$ cat src/rtl/spi_pwm_pkg.sv
// Shared constants and types for the SPI configuration port of the PWM peripheral.
package spi_pwm_pkg;

  localparam int FRAME_W  = 16;
  localparam int NUM_REGS = 5;

  localparam int ADDR_EN_OUT_LO = 0;
  localparam int ADDR_EN_OUT_HI = 1;
  localparam int ADDR_EN_PWM_LO = 2;
  localparam int ADDR_EN_PWM_HI = 3;
  localparam int ADDR_DUTY      = 4;

  localparam int          CNT_W    = 5;
  localparam logic [4:0]  CNT_FULL = 5'd16;
  localparam logic [4:0]  CNT_OVER = 5'd17;

  typedef enum logic [1:0] {
    IDLE = 2'd0,
    RECV = 2'd1,
    OVER = 2'd2
  } state_t;

endpackage

$ cat src/rtl/sync_2ff.sv
// Single-bit synchroniser of configurable depth; RST_VAL sets the idle level held during reset.
module sync_2ff #(
  parameter int   STAGES  = 2,
  parameter logic RST_VAL = 1'b0
) (
  input  logic clk,
  input  logic rst_n,
  input  logic d,
  output logic q
);

  logic [STAGES-1:0] sr;

  always_ff @(posedge clk or negedge rst_n) begin
    if (!rst_n) sr <= {STAGES{RST_VAL}};
    else        sr <= {sr[STAGES-2:0], d};
  end

  assign q = sr[STAGES-1];

endmodule

$ cat src/rtl/spi_pwm_config.sv
// SPI mode-0 peripheral writing the PWM register file; pins are oversampled in the clk domain.
// Optional readback on cipo is built when SPI_READBACK_EN is defined.
module spi_pwm_config #(
  parameter int SYNC_STAGES = 2,
  parameter int ADDR_W      = 7,
  parameter int DATA_W      = 8,
  parameter int NUM_REGS    = spi_pwm_pkg::NUM_REGS
) (
  input  logic              clk,
  input  logic              rst_n,
  input  logic              sclk,
  input  logic              copi,
  input  logic              ncs,
  output logic              cipo,
  output logic [DATA_W-1:0] en_reg_out_7_0,
  output logic [DATA_W-1:0] en_reg_out_15_8,
  output logic [DATA_W-1:0] en_reg_pwm_7_0,
  output logic [DATA_W-1:0] en_reg_pwm_15_8,
  output logic [DATA_W-1:0] pwm_duty_cycle
);

  import spi_pwm_pkg::*;

  logic sclk_s, copi_s, ncs_s;
  logic sclk_d, ncs_d;
  logic [SYNC_STAGES:0] flush_sr;
  logic armed;

  sync_2ff #(.STAGES(SYNC_STAGES), .RST_VAL(1'b0)) u_sync_sclk (.clk(clk), .rst_n(rst_n), .d(sclk), .q(sclk_s));
  sync_2ff #(.STAGES(SYNC_STAGES), .RST_VAL(1'b0)) u_sync_copi (.clk(clk), .rst_n(rst_n), .d(copi), .q(copi_s));
  sync_2ff #(.STAGES(SYNC_STAGES), .RST_VAL(1'b1)) u_sync_ncs  (.clk(clk), .rst_n(rst_n), .d(ncs),  .q(ncs_s));

  // armed only after the synchroniser has flushed its reset value and ncs was seen high,
  // so a chip select held low across reset release cannot start a frame
  always_ff @(posedge clk or negedge rst_n) begin
    if (!rst_n) begin
      sclk_d   <= 1'b0;
      ncs_d    <= 1'b1;
      flush_sr <= '0;
      armed    <= 1'b0;
    end else begin
      sclk_d   <= sclk_s;
      ncs_d    <= ncs_s;
      flush_sr <= {flush_sr[SYNC_STAGES-1:0], 1'b1};
      armed    <= armed | (flush_sr[SYNC_STAGES] & ncs_s);
    end
  end

  logic sclk_rise, ncs_fall, ncs_rise;
  assign sclk_rise = sclk_s & ~sclk_d;
  assign ncs_fall  = armed & ~ncs_s & ncs_d;
  assign ncs_rise  = ncs_s & ~ncs_d;

  state_t state, state_nxt;
  logic [FRAME_W-1:0] shift_q, shift_nxt;
  logic [CNT_W-1:0]   cnt_q, cnt_nxt;
  logic frame_start, take_bit, frame_end;

  always_ff @(posedge clk or negedge rst_n) begin
    if (!rst_n) state <= IDLE;
    else        state <= state_nxt;
  end

  always_comb begin
    state_nxt = state;
    case (state)
      IDLE: if (ncs_fall) state_nxt = RECV;
      RECV: begin
        if (ncs_rise)                            state_nxt = IDLE;
        else if (sclk_rise && cnt_q == CNT_FULL) state_nxt = OVER;
      end
      OVER: if (ncs_rise) state_nxt = IDLE;
      default: state_nxt = IDLE;
    endcase
  end

  always_comb begin
    frame_start = 1'b0;
    take_bit    = 1'b0;
    frame_end   = 1'b0;
    case (state)
      IDLE: frame_start = ncs_fall;
      RECV: begin
        take_bit  = sclk_rise;
        frame_end = ncs_rise;
      end
      default: ;
    endcase
  end

  // a bit arriving in the same cycle as ncs_rise is shifted before the commit decision
  logic [ADDR_W-1:0] addr_f;
  logic [DATA_W-1:0] data_f;
  logic              commit;

  always_comb begin
    shift_nxt = shift_q;
    cnt_nxt   = cnt_q;
    if (take_bit) begin
      shift_nxt = {shift_q[FRAME_W-2:0], copi_s};
      cnt_nxt   = (cnt_q == CNT_OVER) ? cnt_q : cnt_q + 5'd1;
    end
  end

  assign addr_f = shift_nxt[FRAME_W-2 -: ADDR_W];
  assign data_f = shift_nxt[DATA_W-1:0];
  assign commit = frame_end && (cnt_nxt == CNT_FULL) && shift_nxt[FRAME_W-1]
                  && (addr_f < ADDR_W'(NUM_REGS));

  logic [DATA_W-1:0] regs [NUM_REGS];

  always_ff @(posedge clk or negedge rst_n) begin
    if (!rst_n) begin
      shift_q <= '0;
      cnt_q   <= '0;
      for (int i = 0; i < NUM_REGS; i++) regs[i] <= '0;
    end else begin
      if (frame_start) begin
        shift_q <= '0;
        cnt_q   <= '0;
      end else if (take_bit) begin
        shift_q <= shift_nxt;
        cnt_q   <= cnt_nxt;
      end
      for (int i = 0; i < NUM_REGS; i++)
        if (commit && addr_f == ADDR_W'(i)) regs[i] <= data_f;
    end
  end

  assign en_reg_out_7_0  = regs[ADDR_EN_OUT_LO];
  assign en_reg_out_15_8 = regs[ADDR_EN_OUT_HI];
  assign en_reg_pwm_7_0  = regs[ADDR_EN_PWM_LO];
  assign en_reg_pwm_15_8 = regs[ADDR_EN_PWM_HI];
  assign pwm_duty_cycle  = regs[ADDR_DUTY];

`ifdef SPI_READBACK_EN
  // after 8 bits the low ADDR_W bits of the shifter hold the address and the bit above is R/W
  logic              sclk_fall, rd_load, rd_adv;
  logic [DATA_W-1:0] rd_data, out_sr;

  assign sclk_fall = ~sclk_s & sclk_d;

  always_comb begin
    rd_data = '0;
    for (int i = 0; i < NUM_REGS; i++)
      if (shift_nxt[ADDR_W-1:0] == ADDR_W'(i)) rd_data = regs[i];
  end

  assign rd_load = take_bit && (cnt_nxt == 5'd8) && !shift_nxt[ADDR_W];
  assign rd_adv  = (state == RECV) && sclk_fall && (cnt_q >= 5'd9);

  always_ff @(posedge clk or negedge rst_n) begin
    if (!rst_n)                      out_sr <= '0;
    else if (ncs_rise || frame_start) out_sr <= '0;
    else if (rd_load)                out_sr <= rd_data;
    else if (rd_adv)                 out_sr <= {out_sr[DATA_W-2:0], 1'b0};
  end

  assign cipo = out_sr[DATA_W-1];
`else
  assign cipo = 1'b0;
`endif

endmodule

$ cat config.mk
export PLATFORM = sky130hd
export DESIGN_NAME = spi_pwm_config
export DESIGN_NICKNAME = d
export VERILOG_FILES = /design/src/rtl/spi_pwm_pkg.sv /design/src/rtl/sync_2ff.sv /design/src/rtl/spi_pwm_config.sv
export SDC_FILE = /design/constraint.sdc
export NUM_CORES = 1
export LEC_CHECK = 0
export ABC_CLOCK_PERIOD_IN_PS = 3500
export CAP_MARGIN = 5
export CORE_UTILIZATION = 56
export CTS_BUF_LIST = sky130_fd_sc_hd__clkbuf_8
export DETAILED_ROUTE_END_ITERATION = 8
export PLACE_DENSITY = 0.85
export SYNTH_ARGS = -nofsm -noshare
export SYNTH_HDL_FRONTEND = slang
export SYNTH_SLANG_ARGS = --single-unit
$ cat constraint.sdc
create_clock -name clk -period 3.5 [get_ports clk]
set_clock_uncertainty 0.15 [all_clocks]
set_input_delay 0.7 -clock clk [delete_from_list [all_inputs] [get_ports clk]]
set_output_delay 0.7 -clock clk [all_outputs]
set_load 0.02 [all_outputs]
==> qor.txt <==
Crit Path Max Fanout: 5
Max IR drop VDD: 0.0004459 V
F_max: 335.7 MHz
Initial antenna violation count: 0
WL/cell: 17.12 microns
# DRC: 0
First drt pass iteration count: 4
RSZ-0062 raised after global routing: false
Syn Area/Cell: 12.51 sq um
Final setup violation count: 0
Dpl hpwl: 4478 microns
Startpoint Class: flop
Initial Util: 58.05%
Synth cell types: 40
Clock Sinks: 75
Worst Hold Depth: 0
Site Rows: 27
Met2 WL post-DR: 3225 microns
Clock latency on the worst-skew pair: 0.34 ns
Outcome: finished clean
Gr ovfl total: 0
Post-route clock period utilization: 85.11%
Vias per cell: 5.565
Sequential share of the synthesized area: 59.20%
CORE AREA: 5473 sq um
Final hold vios: 0
Post-Syn Instances: 254
DRT met1 WL: 2901 microns
Die ar.: 5978 sq um
Synth Area in Simple Gates: 13.82%
Syn nets: 262
Pin count of the biggest net entering global routing: 76
CTS Buffer Depth: 2
Max-cap violations: 0
Largest family of logic cells by synthesized area: multiplexers
# diodes: 0
Layout area overhead: 23.99%
Routed Antenna Nets: 0
DIE HEIGHT: 77.32 microns
Fin crit period: 2.979 ns
Post-synth top area share: 56.72%
Layout Cells excl Fill: 384
GR Util All Layers: 24.29%
Cell count after placement: 368
H-tree levels: 3
LEAKAGE: 1.797 nW
Adder-Cell Fraction of Synth Area: 1.182%
Iter 0 DRT Violations: 159
Cell taking the most area after synthesis: dfrtp_1
Endpoint class of the critical path: flop
Commonest non-fill, non-tap cells in the layout: dfrtp_1, nand2_1, clkdlybuf4s50_1
Vias in the first global route: 2175
Setup Buffers After CTS: 0
Synth Area in XOR/XNOR: 0.8271%
Slew Limit Headroom: 25.98%
WL final: 6574 microns
Worst Max-Slew Pin Slew: 1.093 ns
Crit path DAT: 3.05 ns
Num CTS Buffers: 9
IO Count: 46
Post-synthesis instance area: 3177 sq um
Top cells by area, synth: dfrtp_1, mux2_2, nand2_1, a21oi_1, dfstp_2
YS warnings: 0
CTS tree: yes
IO buf count: 44
Uppermost layer routed: met4
Leading cell type in the layout, fill and taps excluded: dfrtp_1
Post-synthesis register bit count: 75
Fraction of layout cells with a size suffix above 1: 24.68%
Root buffer cell: clkbuf_8
Vias: 2137
Synth Area in Compound Gates: 8.153%
Reg2Reg Depth: 6
Pwr per Cell Area: 472.4 nW/um^2
Nets@finish: 315
CTS Hold Bufs: 0
Final Max Tran Viols: 0
Mux share of post-synthesis cell area: 14.85%
# resized after CTS: 0
Worst path required time: 3.58 ns
Clock slew at reported path FFs: 0.07 ns
RD Place Congestion: 0.7994
Min-Delay Path Class: flop to flop
Die Wd: 77.32 microns
Global-route wire length before repair: 10780 microns
Met3 WL: 327 microns
Setup CP Type: flop to flop
Setup TNS Final: 0 ns
[per-stage QoR]
step	power (mW)	setup WS (ns)	area, sq um	hold slack [ns]	util, %
global placement	1.130	0.5874	3715	0.1817	67.88
finish	1.861	0.5213	3939	0.2010	71.97
global route	1.934	0.3014	3939	0.2058	71.97
detailed placement	1.140	0.5521	3715	0.1855	67.88
floorplan	1.076	0.9845	3177	0.1812	-
CTS	1.874	0.5318	3939	0.2032	71.97
[cell usage after synthesis (all sizes together)]
master and instances:
o32ai 1, mux2i 1, dfrtp 72, buf 5, a41oi 1, a311oi 1, a211oi 2, dfstp 3
nand2b 5, nor4 5, a2111oi 1, nand2 45, nor4bb 1, o21ai 3, nor2 8, nor2b 3
mux2 41, xor2 2, conb 2, a21oi 18, clkbuf 4, ha 3, o22ai 2, o22a 2
and4b 1, and4bb 2, or2 1, nand3 2, o311ai 1, inv 4, o2111ai 1, nand4bb 2
nor3 5, xnor2 1, a21o 3
[layout make-up]
cell class                      count  area [sq um]
Clock buffer                       10         137.6
Clock inverter                      6         86.33
Fill cell                         379          1534
Inverter                            4         15.01
Multi-Input combinational cell    166          1241
Sequential cell                    75          1881
Tap cell                           72         90.09
Timing Repair Buffer               51         488.0
[sequential cells by signal (all words and copies together) (netlist names)]
register	count
pwm_duty_cycle	8
ncs_d	1
en_reg_pwm_15_8	8
shift_q	16
state	2
u_sync_ncs.sr	2
flush_sr	3
en_reg_out_7_0	8
u_sync_copi.sr	2
cnt_q	5
en_reg_out_15_8	8
sclk_d	1
u_sync_sclk.sr	2
en_reg_pwm_7_0	8
armed	1
[power breakdown]
group | leakage [nW] | internal (mW) | switching [mW]
registers | 1.01 | 0.893 | 0.0348
logic | 0.675 | 0.0636 | 0.134
clock network | 0.113 | 0.421 | 0.314
total | 1.80 | 1.38 | 0.483
[metal layers]
| metal | up-vias | GRT usage [%] |
|---|---|---|
| met5 | - | 0 |
| met4 | 0 | 11.32 |
| met3 | 10 | 6.429 |
| met2 | 67 | 37.70 |
| met1 | 1063 | 31.85 |
| li1 | 997 | - |
[logic make-up (layout without fill, tap and decap cells)]
group | Yosys count | in the layout
mux | 42 | 42
fa+ha+maj | 3 | 3
flops | 75 | 75
simple gates | 80 | 80
compound gates | 36 | 36
buf+inv | 13 | 71
other cells | 2 | 2
xor+xnor | 3 | 3
[worst max-delay path, stage by stage (launching register included)]
cell and delay, ns:
dfstp_2 0.55, nor2b_1 0.21, nor4bb_1 0.49, o311ai_1 0.42, nor4_4 0.46, buf_4 0.24
mux2_2 0.34
[final timing paths]
path / slack (ns) / to / startpoint
worst max-delay path: 0.52 / en_reg_out_15_8[5] / u_sync_ncs.sr[1]
worst min-delay path: 0.20 / flush_sr[2] / flush_sr[1]
worst max register to register: 0.52 / en_reg_out_15_8[5] / u_sync_ncs.sr[1]
worst min register to register: 0.20 / flush_sr[2] / flush_sr[1]
max in group asynchronous: 2.19 / shift_q[9] / rst_n
min in group asynchronous: 0.42 / flush_sr[0] / rst_n
Note: power is estimated with default switching activity, not from simulation.
